--- config.mk ---
export PLATFORM = sky130hd
export DESIGN_NAME = pacman_move_ctrl_flat
export DESIGN_NICKNAME = d
export VERILOG_FILES = /design/src/rtl/pacman_move_ctrl_if.sv /design/src/rtl/pacman_move_ctrl.sv /design/src/flat_wrapper.sv
export SDC_FILE = /design/constraint.sdc
export NUM_CORES = 1
export LEC_CHECK = 0
export BUFFER_PORTS_ARGS = -buffer_cell sky130_fd_sc_hd__clkbuf_2
export CAP_MARGIN = 10
export CORE_MARGIN = 5
export CORE_UTILIZATION = 63
export CTS_CLUSTER_DIAMETER = 40
export DETAILED_ROUTE_END_ITERATION = 6
export PLACE_DENSITY = 0.92
export SYNTH_ARGS = -nofsm -noshare
export SYNTH_HDL_FRONTEND = slang
export SYNTH_SLANG_ARGS = --single-unit
--- constraint.sdc ---
create_clock -name clk -period 4.64 [get_ports clk]
set_input_delay 0.232 -clock clk [delete_from_list [all_inputs] [get_ports clk]]
set_output_delay 0.232 -clock clk [all_outputs]
set_load 0.03 [all_outputs]
--- src/rtl/pacman_move_ctrl_if.sv ---
// Signal bundle between the Pac-Man movement controller and the maze/player environment.
// master = movement controller, slave = environment (player input plus maze lookup).
interface pacman_move_ctrl_if;
  logic       freeze;
  logic [3:0] req_dir;
  logic [3:0] legal_moves;
  logic [9:0] xpos;
  logic [9:0] ypos;
  logic [3:0] current_direction;
  logic [2:0] tile_row;
  logic [2:0] tile_col;
  logic       query;
  logic       moving;
  logic [1:0] dbg_state;

  modport master (
    input  freeze, req_dir, legal_moves,
    output xpos, ypos, current_direction, tile_row, tile_col, query, moving, dbg_state
  );

  modport slave (
    output freeze, req_dir, legal_moves,
    input  xpos, ypos, current_direction, tile_row, tile_col, query, moving, dbg_state
  );
endinterface

--- src/rtl/pacman_move_ctrl.sv ---
// Tile-by-tile sprite movement on an 8x8 maze: query the tile, choose a direction,
// then glide one tile in STEP_PX increments on each move tick.
module pacman_move_ctrl #(
  parameter logic [2:0] START_COL = 3'd0,
  parameter logic [2:0] START_ROW = 3'd0,
  parameter int         STEP_PX   = 2,
  parameter int         TICK_DIV  = 833333
) (
  input  logic                clk,
  input  logic                reset,
  pacman_move_ctrl_if.master  bus
);

  typedef enum logic [1:0] {
    QUERY  = 2'd0,
    DECIDE = 2'd1,
    MOVE   = 2'd2
  } state_e;

  localparam int              CW       = (TICK_DIV > 1) ? $clog2(TICK_DIV) : 1;
  localparam logic [CW-1:0]   TICK_MAX = CW'(TICK_DIV - 1);
  localparam logic [9:0]      X0       = 10'(150 + 60 * START_COL);
  localparam logic [9:0]      Y0       = 10'(34 + 60 * START_ROW);
  localparam logic [9:0]      STEP10   = 10'(STEP_PX);
  localparam logic [6:0]      STEP7    = 7'(STEP_PX);

  state_e        state_q, state_d;
  logic          started_q, started_d;
  logic [3:0]    dir_q, dir_d;
  logic [9:0]    x_q, x_d, y_q, y_d;
  logic [2:0]    col_q, col_d, row_q, row_d;
  logic [5:0]    off_q, off_d;
  logic [CW-1:0] cnt_q, cnt_d;

  logic          tick;
  logic [3:0]    legal_eff;
  logic [6:0]    off_sum;

  assign tick      = !bus.freeze && (cnt_q == TICK_MAX);
  assign cnt_d     = bus.freeze ? cnt_q : ((cnt_q == TICK_MAX) ? '0 : cnt_q + 1'b1);
  assign off_sum   = {1'b0, off_q} + STEP7;
  // Edge-of-maze moves are never legal, whatever the maze lookup says.
  assign legal_eff = bus.legal_moves &
                     {col_q != 3'd0, col_q != 3'd7, row_q != 3'd0, row_q != 3'd7};

  always_ff @(posedge clk or posedge reset) begin
    if (reset) begin
      state_q   <= QUERY;
      started_q <= 1'b0;
      dir_q     <= 4'd0;
      x_q       <= X0;
      y_q       <= Y0;
      col_q     <= START_COL;
      row_q     <= START_ROW;
      off_q     <= 6'd0;
      cnt_q     <= '0;
    end else begin
      state_q   <= state_d;
      started_q <= started_d;
      dir_q     <= dir_d;
      x_q       <= x_d;
      y_q       <= y_d;
      col_q     <= col_d;
      row_q     <= row_d;
      off_q     <= off_d;
      cnt_q     <= cnt_d;
    end
  end

  always_comb begin
    state_d   = state_q;
    started_d = started_q;
    dir_d     = dir_q;
    x_d       = x_q;
    y_d       = y_q;
    col_d     = col_q;
    row_d     = row_q;
    off_d     = off_q;
    case (state_q)
      // The first cycle out of reset only arms the strobe; the query pulse itself
      // always runs to completion, even under freeze.
      QUERY: begin
        if (!started_q) started_d = 1'b1;
        else            state_d   = DECIDE;
      end
      DECIDE: begin
        if (!bus.freeze) begin
          if ($onehot(bus.req_dir) && |(bus.req_dir & legal_eff)) dir_d = bus.req_dir;
          else if (!(|(dir_q & legal_eff)))                          dir_d = 4'd0;
          if (dir_d != 4'd0) state_d = MOVE;
        end
      end
      MOVE: begin
        if (tick) begin
          if (dir_q[3]) x_d = x_q - STEP10;
          if (dir_q[2]) x_d = x_q + STEP10;
          if (dir_q[1]) y_d = y_q - STEP10;
          if (dir_q[0]) y_d = y_q + STEP10;
          if (off_sum == 7'd60) begin
            off_d   = 6'd0;
            state_d = QUERY;
            if (dir_q[3]) col_d = col_q - 3'd1;
            if (dir_q[2]) col_d = col_q + 3'd1;
            if (dir_q[1]) row_d = row_q - 3'd1;
            if (dir_q[0]) row_d = row_q + 3'd1;
          end else begin
            off_d = off_sum[5:0];
          end
        end
      end
      default: state_d = QUERY;
    endcase
  end

  // legal_moves answers the tile presented during the query pulse and is read
  // on the following (DECIDE) cycle; tile_row/tile_col hold across both.
  assign bus.xpos              = x_q;
  assign bus.ypos              = y_q;
  assign bus.current_direction = dir_q;
  assign bus.tile_row          = row_q;
  assign bus.tile_col          = col_q;
  assign bus.query             = (state_q == QUERY) && started_q;
  assign bus.moving            = (state_q == MOVE);
  assign bus.dbg_state         = state_q;

endmodule

--- src/flat_wrapper.sv ---
// flat-port wrapper written by rule: the top's interface ports become plain ports
module pacman_move_ctrl_flat 
#(
  parameter logic [2:0] START_COL = 3'd0,
  parameter logic [2:0] START_ROW = 3'd0,
  parameter int         STEP_PX   = 2,
  parameter int         TICK_DIV  = 833333
)
  (clk, reset, bus_freeze, bus_req_dir, bus_legal_moves, bus_xpos, bus_ypos, bus_current_direction, bus_tile_row, bus_tile_col, bus_query, bus_moving, bus_dbg_state);
  pacman_move_ctrl_if bus_i ();
  input  logic clk;
  input  logic reset;
  input wire logic [$bits(bus_i.freeze)-1:0] bus_freeze;
  input wire logic [$bits(bus_i.req_dir)-1:0] bus_req_dir;
  input wire logic [$bits(bus_i.legal_moves)-1:0] bus_legal_moves;
  output wire logic [$bits(bus_i.xpos)-1:0] bus_xpos;
  output wire logic [$bits(bus_i.ypos)-1:0] bus_ypos;
  output wire logic [$bits(bus_i.current_direction)-1:0] bus_current_direction;
  output wire logic [$bits(bus_i.tile_row)-1:0] bus_tile_row;
  output wire logic [$bits(bus_i.tile_col)-1:0] bus_tile_col;
  output wire logic [$bits(bus_i.query)-1:0] bus_query;
  output wire logic [$bits(bus_i.moving)-1:0] bus_moving;
  output wire logic [$bits(bus_i.dbg_state)-1:0] bus_dbg_state;
  assign bus_i.freeze = bus_freeze;
  assign bus_i.req_dir = bus_req_dir;
  assign bus_i.legal_moves = bus_legal_moves;
  assign bus_xpos = bus_i.xpos;
  assign bus_ypos = bus_i.ypos;
  assign bus_current_direction = bus_i.current_direction;
  assign bus_tile_row = bus_i.tile_row;
  assign bus_tile_col = bus_i.tile_col;
  assign bus_query = bus_i.query;
  assign bus_moving = bus_i.moving;
  assign bus_dbg_state = bus_i.dbg_state;
  pacman_move_ctrl #(.START_COL(START_COL), .START_ROW(START_ROW), .STEP_PX(STEP_PX), .TICK_DIV(TICK_DIV)) u_core (.clk(clk), .reset(reset), .bus(bus_i));
endmodule
==> results of run 1 <==
## stage by stage
stage | std cells | power (mW) | area [sq um] | hold slack (ps) | worst slack [ps]
2_1_floorplan | 331 | 0.8598 | 3436 | 371.7 | 1974
3_3_place_gp | 437 | 0.9239 | 3700 | 449.6 | 2017
3_5_place_dp | 437 | 0.9492 | 3700 | 451.0 | 1940
4_1_cts | 445 | 1.212 | 3781 | 103.3 | 1912
5_1_grt | 445 | 1.286 | 3781 | 137.8 | 1717
6_report | 445 | 1.204 | 3781 | 82.29 | 1919
## worst max-delay path by stage
stage / endpoint / slack [ps] / startpoint
4_1_cts: u_core.bus.xpos[8] / 1910 / u_core.bus.current_direction[2]
2_1_floorplan: u_core.bus.xpos[8] / 1970 / u_core.bus.current_direction[2]
6_report: u_core.bus.xpos[8] / 1920 / u_core.bus.current_direction[2]
5_1_grt: u_core.bus.xpos[8] / 1720 / u_core.bus.current_direction[2]
3_5_place_dp: u_core.bus.xpos[8] / 1940 / u_core.bus.current_direction[2]
3_3_place_gp: u_core.bus.xpos[8] / 2020 / u_core.bus.current_direction[2]
## cells by family (layout without fill, tap and decap cells)
kind of cell,Yosys count,in the layout
buf+inv,19,63
flops,56,56
mux,18,18
xor+xnor,37,37
other cells,1,2
compound gates,57,57
fa+ha+maj,25,25
simple gates,117,117
## registers in the layout, summed over array words and instances (netlist names)
register / cells
u_core.off_q: 5
u_core.bus.tile_row: 3
u_core.bus.dbg_state: 2
u_core.bus.current_direction: 4
u_core.bus.tile_col: 3
u_core.cnt_q: 20
u_core.started_q: 1
u_core.bus.ypos: 9
u_core.bus.xpos: 9
## per-layer routing
metal  wire length [um]  global-route usage  vias to the layer above
li1                   -                   -                     1272
met1               3083              0.2575                     1286
met2               3561              0.3724                       50
met3                258             0.04541                        9
met4                107             0.06871                        0
met5                  0                   0                        -
## power by group
part           internal [mW]  switching (mW)
Clock                  0.107           0.155
Sequential             0.524          0.0508
Combinational          0.157           0.211
Total                  0.787           0.417
## synth_stat cells, drive strengths merged (11+ instances only)
| cell type | number | area share |
|---|---|---|
| mux2 | 16 | 0.054 |
| o21ai | 11 | 0.016 |
| a21oi | 14 | 0.020 |
| nand2 | 20 | 0.025 |
| nor2 | 25 | 0.027 |
| xnor2 | 26 | 0.066 |
| ha | 20 | 0.073 |
| xor2 | 11 | 0.028 |
| dfrtp | 50 | 0.36 |
| nor3 | 11 | 0.023 |
| inv | 11 | 0.012 |
| nand3 | 17 | 0.025 |
## cell type report
type	count	share of cell area
Clock buffer	7	0.02019
Tap cell	70	0.02316
Inverter	11	0.01092
Timing Repair Buffer	44	0.05956
Multi-Input combinational cell	256	0.5122
Sequential cell	56	0.3726
Clock inverter	1	0.001324
## worst register-to-register path: cells and delay by family (launching register included)
kind,cells,cell delay (ps)
flops,1,450
mux,1,270
xor+xnor,1,170
fa+ha+maj,1,370
compound gates,2,800
buf+inv,1,350
simple gates,1,200
==> reports/results.tsv, run 1 <==
stage	metric	value	unit
timing	hold_viol_final	0	
setup_path	worstPathArrival	2930	ps
yosys	synth_simple_gate_area_share	0.1925	
setup_path	critPathSlowestCell	a2111oi_0	
setup_path	timing.rr.start	u_core.bus.current_direction[2]	
drt	vias	2617	
drt	vias_per_cell	5.881	
final_layout	layout_common_cells	dfrtp_1, clkbuf_2, xnor2_1	
placement	hpwlAfterDp	5.281	mm
floorplan	die_y	83.81	um
cts	cts_made_buffers	5	
setup_path	cpPeakStageDelay	610	ps
cts	cts_root_buf	clkbuf_8	
setup_path	path_cells	inv_1 > ha_1 > and3_1 > a2111oi_0 > a21oi_1 > xor2_1 > mux2_2	
global_routing	grt_first_pass_wirelength	12.29	mm
placement	port-buffer-count	42	
setup_path	crit_fanout	11	
global_routing	antenna_found_initial	0	
global_routing	grt_max_degree	57	
yosys	synthCells	330	
setup_path	cp-end-kind	register	
cts	clock-sinks	56	
yosys	synth_edf_count	0	
yosys	ys_seq_area_frac	0.4105	
yosys	synth-seq-cells	56	
floorplan	rows	26	
floorplan	die_x	83.81	um
run_status	outcome	finished, final reports clean	
global_routing	grt_pass1_vias	2711	
final_layout	regArea	1409	sq um
floorplan	boundaryPins	45	
setup_path	r2r_end	u_core.bus.xpos[8]	
cts	cts.clk_slew.worst_paths	100	ps
cts	postCtsSetupBuffers	0	
yosys	netlist_area	3432	sq um
yosys	async_flop_share	1.000	
timing	fin_skew	10.25	ps
setup_path	cp.depth	7	
hold_path	min_path_type	primary input to asynchronous set/reset pin	
timing	period_share	0.5865	
global_routing	overflow	0	
final_layout	multiInputGateArea	1937	sq um
cts	ctsResizeCount	0	
timing	rsz0062_at_grt	no	
yosys	synthFlopType	dfrtp_1	
cts	cts_hold_buf	0	
final_layout	mostFrequentLayoutCell	dfrtp_1	
final_layout	nNetsFinal	410	
floorplan	core_region_area	5205	sq um
yosys	synth_top_family_by_area	simple AND/OR/NAND/NOR gates	
timing	finalSetupViolCount	0	
setup_path	ff2ff_path_depth	7	
placement	place_congestion	0.8341	
setup_path	critPathKind	register to register	
final_layout	final_core_util	0.7264	
power	p_leak	1.877	nW
yosys	syn_avg_cell_area	10.40	sq um
floorplan	die-area	7024	sq um
run	drv_cap	0	
timing	finalCriticalPeriod	2721	ps
setup_path	reg2reg_slack	1920	ps
final_layout	drive_gt1_frac	0.2267	
timing	fmax	367.4	MHz
yosys	synth_compound_area_frac	0.1137	
yosys	synth_fa_ha_area_frac	0.1021	
yosys	synth_xor_area_frac	0.09442	
timing	slew_violations	0	
timing	fin_setup_tns	0	ps
yosys	ys_warn_count	0	
final_layout	num-fill-cells	385	
setup_path	cp-start-kind	register	
setup_path	cp.buffers_inverters	1	
yosys	synthMuxAreaShare	0.05942	
timing	worst_pin_slew	657.5	ps
yosys	synth.distinct_cells	59	
global_routing	track_usage	0.2117	
drt	wire_per_inst	15.75	um
final_layout	area_growth	10.17	%
cts	clockBufferDepth	2	
floorplan	start_util	0.6594	
cts	clk-insertion-delay-late	310	ps
drt	drt_pass1_iterations	4	
drt	drt_iter0_markers	120	
timing	timing.slew.headroom	0.5504	
final_layout	antenna_cells	0	
power	ir_worst_vdd	0.1723	mV
cts	cts_tree	built	
power	powerDensity	318.4	nW/um^2
cts	ctsHtreeMaxLevel	2	
drt	routed_wl	7.010	mm
setup_path	critical_path_required	4850	ps
drt	route.detailed.drc	0	
setup_path	cp_top_family	compound AO/OA/AOI/OAI gates	
drt	antenna_left	0	
No activity file was read; power rests on OpenSTA's default activity.
==> inputs of run 2 (changes only) <==
--- a/config.mk
+++ b/config.mk
@@ -8,10 +8,10 @@
 export BUFFER_PORTS_ARGS = -buffer_cell sky130_fd_sc_hd__clkbuf_2
 export CAP_MARGIN = 10
 export CORE_MARGIN = 5
-export CORE_UTILIZATION = 63
+export CORE_UTILIZATION = 52
 export CTS_CLUSTER_DIAMETER = 40
 export DETAILED_ROUTE_END_ITERATION = 6
-export PLACE_DENSITY = 0.92
+export PLACE_DENSITY = 0.82
 export SYNTH_ARGS = -nofsm -noshare
 export SYNTH_HDL_FRONTEND = slang
 export SYNTH_SLANG_ARGS = --single-unit
==> constraint.sdc (replaced) <==
create_clock -name clk -period 2.5 [get_ports clk]
set_input_delay 0.125 -clock clk [delete_from_list [all_inputs] [get_ports clk]]
set_output_delay 0.125 -clock clk [all_outputs]
set_load 0.03 [all_outputs]
==> reports/results.tsv, run 2 (same netlist as run 1, synthesis figures left out) <==
stage	metric	value	unit	change
setup_path	critPathSlowestCell	ha_1		was a2111oi_0
final_layout	drive_gt1_frac	0.2533		was 0.2267
final_layout	antenna_cells	0		unchanged
floorplan	die_y	91.24	um	was 83.81 um
placement	port-buffer-count	42		unchanged
floorplan	core_region_area	6386	sq um	was 5205 sq um
drt	wl_met3	373	um	was 258 um
power	powerDensity	594.5	nW/um^2	was 318.4 nW/um^2
global_routing	grt_max_degree	35		was 57
cts	cts.clk_slew.worst_paths	110	ps	was 100 ps
drt	route.detailed.drc	0		unchanged
cts	postCtsSetupBuffers	0		unchanged
global_routing	grt_pass1_vias	2786		was 2711
global_routing	overflow	0		unchanged
cts	clk-insertion-delay-late	310	ps	about the same
cts	cts_made_buffers	5		unchanged
final_layout	area_growth	13.63	%	was 10.17%
timing	worst_pin_slew	726.4	ps	was 657.5 ps
timing	finalCriticalPeriod	2338	ps	was 2721 ps
cts	cts_tree	built		unchanged
timing	timing.slew.headroom	0.5151		was 0.5504
global_routing	antenna_found_initial	0		unchanged
drt	wl_met1	3.110	mm	was 3.083 mm
floorplan	start_util	0.5374		was 0.6594
setup_path	critPathKind	register to register		unchanged
setup_path	cp-end-kind	register		unchanged
setup_path	critical_path_required	2710	ps	was 4850 ps
timing	hold_viol_final	0		unchanged
setup_path	crit_fanout	8		was 11
timing	finalSetupViolCount	0		unchanged
drt	vias	2699		was 2617
final_layout	largest_reg_flops	20		unchanged
placement	hpwlAfterDp	5.407	mm	was 5.281 mm
timing	rsz0062_at_grt	no		unchanged
setup_path	cp.buffers_inverters	1		unchanged
floorplan	die_x	91.24	um	was 83.81 um
final_layout	regMostFlops	u_core.cnt_q		unchanged
setup_path	path_cells	clkinvlp_4 > ha_1 > and3_1 > a2111oi_4 > a21oi_1 > xor2_1 > mux2_2		was inv_1 > ha_1 > and3_1 > a2111oi_0 > a21oi_1 > xor2_1 > mux2_2
global_routing	track_usage	0.1783		was 0.2117
drt	wl_met2	3.648	mm	was 3.561 mm
cts	clockBufferDepth	2		unchanged
power	ir_worst_vdd	0.3572	mV	was 0.1723 mV
timing	slew_violations	0		unchanged
drt	routed_wl	7.234	mm	was 7.010 mm
setup_path	cp-start-kind	register		unchanged
floorplan	rows	29		was 26
drt	drt_iter0_markers	109		was 120
setup_path	worstPathArrival	2550	ps	was 2930 ps
drt	routed.top_layer	met4		unchanged
drt	drt_pass1_iterations	4		unchanged
timing	period_share	0.9353		was 0.5865
drt	wire_per_inst	15.73	um	was 15.75 um
drt	antenna_left	0		unchanged
setup_path	cp_top_family	compound AO/OA/AOI/OAI gates		unchanged
timing	fin_setup_tns	0	ps	unchanged
placement	place_congestion	0.8386		was 0.8341
hold_path	min_path_type	primary input to register		was primary input to asynchronous set/reset pin
final_layout	nNetsFinal	418		was 410
run	drv_cap	0		unchanged
cts	cts_root_buf	clkbuf_8		unchanged
floorplan	boundaryPins	45		unchanged
power	finalPower	2.319	mW	was 1.204 mW
power	p_leak	1.920	nW	was 1.877 nW
timing	fin_skew	10.46	ps	was 10.25 ps
run_status	outcome	finished, final reports clean		unchanged
cts	clock-sinks	56		unchanged
final_layout	mostFrequentLayoutCell	dfrtp_1		unchanged
final_layout	layout_common_cells	dfrtp_1, clkbuf_2, xnor2_1		unchanged
setup_path	cpPeakStageDelay	420	ps	was 610 ps
drt	vias_per_cell	5.867		was 5.881
cts	ctsHtreeMaxLevel	2		unchanged
global_routing	grt_first_pass_wirelength	12.54	mm	was 12.29 mm
timing	fmax	427.7	MHz	was 367.4 MHz
final_layout	num-fill-cells	517		was 385
floorplan	die-area	8325	sq um	was 7024 sq um
run 2: area by class of cell:
class	instances	area (sq um)	share of cell area
Clock buffer	5	68.82	0.01765
Inverter	11	45.04	0.01155
Clock inverter	3	23.77	0.006096
Sequential cell	56	1410	0.3616
Timing Repair Buffer	52	300.3	0.07700
Multi-Input combinational cell	256	1956	0.5014
Tap cell	77	96.34	0.02470
run 2: report_power, final:
| part | switching, mW | internal (mW) | leakage [nW] | total [mW] |
|---|---|---|---|---|
| Sequential | 0.0851 | 0.973 | 0.720 | 1.06 |
| Clock | 0.306 | 0.199 | 0.0404 | 0.506 |
| Combinational | 0.426 | 0.328 | 1.16 | 0.755 |
run 2: repair_timing:
action	CTS	global route
gates resized for setup	1	2
hold endpoints to repair	29	0
hold buffers	1	0
setup endpoints to repair	1	1
run 2: final timing paths:
path                            slack (ps)                       startpoint  cells past startpoint                         endpoint
worst min register to register         480               u_core.bus.ypos[9]                      1               u_core.bus.ypos[9]
worst max register to register         160  u_core.bus.current_direction[2]                      7               u_core.bus.xpos[8]
worst min-delay path                    90                   bus_req_dir[3]                      2  u_core.bus.current_direction[3]
worst max-delay path                   160  u_core.bus.current_direction[2]                      7               u_core.bus.xpos[8]
max in group asynchronous             1380                            reset                      4               u_core.bus.ypos[1]
min in group asynchronous              450                            reset                      3               u_core.bus.xpos[5]
run 2: per-layer routing:
metal,GRT usage,vias to the layer above
met5,0,-
met4,0.05501,0
met3,0.03719,9
met2,0.3071,68
met1,0.2244,1342
li1,-,1280
run 2: metrics by stage:
stage          cells  cell area, sq um  setup WS, ps  utilization  hold slack [ps]
2_1_floorplan    331              3438         39.81            -            264.6
3_5_place_dp     451              3776        -65.98       0.5913            284.4
5_1_grt          460              3900         75.19       0.6107            84.75
4_1_cts          460              3884         101.9       0.6082            84.50
3_3_place_gp     451              3776         124.5       0.5913            272.0
6_report         460              3900         161.7       0.6107            88.73
==> inputs of run 3 (changes only) <==
--- a/config.mk
+++ b/config.mk
@@ -7,11 +7,11 @@
 export LEC_CHECK = 0
 export BUFFER_PORTS_ARGS = -buffer_cell sky130_fd_sc_hd__clkbuf_2
 export CAP_MARGIN = 10
-export CORE_MARGIN = 5
-export CORE_UTILIZATION = 52
+export CORE_MARGIN = 2
+export CORE_UTILIZATION = 45
 export CTS_CLUSTER_DIAMETER = 40
 export DETAILED_ROUTE_END_ITERATION = 6
-export PLACE_DENSITY = 0.82
+export PLACE_DENSITY = 0.73
 export SYNTH_ARGS = -nofsm -noshare
 export SYNTH_HDL_FRONTEND = slang
 export SYNTH_SLANG_ARGS = --single-unit
==> reports/results.tsv, run 3 (same netlist as run 1, synthesis figures left out) <==
stage	metric	value	unit	change
run_status	outcome	finished, final reports clean		unchanged
floorplan	die_y	91.33	um	was 91.24 um
timing	finalCriticalPeriod	2311	ps	was 2338 ps
final_layout	largest_reg_flops	20		unchanged
setup_path	critPathSlowestCell	dfrtp_2		was ha_1
setup_path	cpPeakStageDelay	420	ps	about the same
floorplan	rows	31		was 29
timing	fin_skew	10.43	ps	was 10.46 ps
final_layout	stdcell_count	481		was 460
power	ir_worst_vdd	0.2214	mV	was 0.3572 mV
timing	hold_viol_final	0		unchanged
timing	finalSetupViolCount	0		unchanged
timing	rsz0062_at_grt	no		unchanged
drt	vias	2617		was 2699
cts	cts_tree	built		unchanged
cts	clockBufferDepth	2		unchanged
placement	port-buffer-count	42		unchanged
final_layout	mostFrequentLayoutCell	dfrtp_1		unchanged
hold_path	min_path_type	primary input to register		unchanged
timing	hold_ws	54.49	ps	was 88.73 ps
power	finalPower	2.313	mW	was 2.319 mW
timing	slew_violations	0		unchanged
setup_path	critical_path_required	2720	ps	was 2710 ps
global_routing	use_met1	0.2338		was 0.2244
drt	antenna_left	0		unchanged
final_layout	nNetsFinal	417		was 418
timing	fin_ws	189.0	ps	was 161.7 ps
setup_path	crit_fanout	8		unchanged
floorplan	die_x	91.33	um	was 91.24 um
setup_path	cp-end-kind	register		unchanged
floorplan	start_util	0.4682		was 0.5374
global_routing	grt_max_degree	34		was 35
final_layout	antenna_cells	0		unchanged
placement	place_congestion	0.8469		was 0.8386
cts	clk-insertion-delay-late	320	ps	was 310 ps
cts	cts_made_buffers	5		unchanged
cts	cts.clk_slew.worst_paths	110	ps	about the same
placement	post-place-ws	-49.34	ps	was -65.98 ps
drt	drt_iter0_markers	163		was 109
timing	period_share	0.9244		was 0.9353
global_routing	busiest_layer	met2		unchanged
drt	wire_per_inst	14.64	um	was 15.73 um
setup_path	worstPathArrival	2530	ps	was 2550 ps
setup_path	cp-start-kind	register		unchanged
cts	cts_root_buf	clkbuf_8		unchanged
drt	vias_per_cell	5.441		was 5.867
drt	drt_pass1_iterations	5		was 4
placement	hpwlAfterDp	5.273	mm	was 5.407 mm
floorplan	die-area	8341	sq um	was 8325 sq um
final_layout	regMostFlops	u_core.cnt_q		unchanged
floorplan	core_region_area	7331	sq um	was 6386 sq um
global_routing	grt_util_met2	0.3043		was 0.3071
global_routing	grt_use_met3	0.03651		was 0.03719
run	drv_cap	0		unchanged
timing	timing.slew.headroom	0.6181		was 0.5151
placement	place_inst	472		was 451
global_routing	antenna_found_initial	0		unchanged
power	p_leak	1.921	nW	was 1.920 nW
drt	route.detailed.drc	0		unchanged
final_layout	area_growth	14.04	%	was 13.63%
global_routing	overflow	0		unchanged
final_layout	drive_gt1_frac	0.2487		was 0.2533
cts	clock-sinks	56		unchanged
floorplan	boundaryPins	45		unchanged
power	powerDensity	591.1	nW/um^2	was 594.5 nW/um^2
global_routing	grt_first_pass_wirelength	12.29	mm	was 12.54 mm
timing	fmax	432.7	MHz	was 427.7 MHz
drt	routed_wl	7.042	mm	was 7.234 mm
global_routing	grt_pass1_vias	2624		was 2786
final_layout	layout_common_cells	dfrtp_1, clkbuf_2, xnor2_1		unchanged
cts	ctsHtreeMaxLevel	2		unchanged
setup_path	path_cells	inv_1 > ha_1 > and3_1 > a2111oi_4 > a21oi_1 > xor2_1 > mux2_2		was clkinvlp_4 > ha_1 > and3_1 > a2111oi_4 > a21oi_1 > xor2_1 > mux2_2
setup_path	critPathKind	register to register		unchanged
timing	worst_pin_slew	572.0	ps	was 726.4 ps
global_routing	track_usage	0.1815		was 0.1783
-- run 3: cell types whose count changed in the layout (fill, tap and decap cells not counted) --
cell	before	now
buf_4	8	7
clkinv_4	1	0
inv_6	0	1
inv_1	9	10
clkinvlp_4	3	1
clkinv_2	0	1
-- run 3: worst paths after layout --
check                                                startpoint  cells past startpoint  slack (ps)                               to
worst max-delay path            u_core.bus.current_direction[2]                      7         190               u_core.bus.xpos[8]
worst min-delay path                             bus_req_dir[1]                      2          50  u_core.bus.current_direction[1]
worst max register to register  u_core.bus.current_direction[2]                      7         190               u_core.bus.xpos[8]
worst min register to register               u_core.bus.ypos[9]                      1         480               u_core.bus.ypos[9]
max in group asynchronous                                 reset                      4        1460               u_core.bus.ypos[5]
min in group asynchronous                                 reset                      3         380               u_core.bus.xpos[9]
-- run 3: report_power, final --
group          internal, mW  total (mW)  switching [mW]  leakage, nW
clock network         0.200       0.522           0.322       0.0445
logic                 0.318       0.731           0.413         1.16
registers             0.973        1.06          0.0875        0.720
total                  1.49        2.31           0.822         1.92
-- run 3: area by class of cell --
class | count | area [sq um]
fill | 673 | 3417
multi-input combinational | 256 | 1956
sequential | 56 | 1410
timing repair buffer | 51 | 292.8
tap | 99 | 123.9
clock buffer | 5 | 68.82
inverter | 11 | 41.29
clock inverter | 3 | 21.27
-- run 3: stage by stage --
stage                     instance area (sq um)    util  setup TNS [ps]
after floorplan                            3438       -               0
after global placement                     3796  0.5178               0
after detailed placement                   3796  0.5178          -49.34
after CTS                                  3901  0.5322               0
after global routing                       3914  0.5339               0
final                                      3914  0.5339               0
-- run 3: critical path: cells and delay by family, from the launching register on --
kind / cells / cell delay, ps
buffers and inverters: 1 / 230
AO/OA/AOI/OAI: 2 / 560
XOR/XNOR: 1 / 150
AND/OR/NAND/NOR: 1 / 240
flip-flops: 1 / 420
adder cells (fa/ha/maj): 1 / 350
multiplexers: 1 / 260
-- run 3: per-layer routing --
| layer | share of wire | wire length, um |
|---|---|---|
| met1 | 0.47 | 3341 |
| met2 | 0.47 | 3306 |
| met3 | 0.039 | 274 |
| met4 | 0.017 | 119 |
| met5 | 0 | 0 |
-- run 3: what timing repair did --
item,in CTS,in global routing
setup buffers,0,0
endpoints found under the hold margin,22,0
hold buffers,1,0
gates resized for setup,1,1
endpoints found under the setup margin,1,1
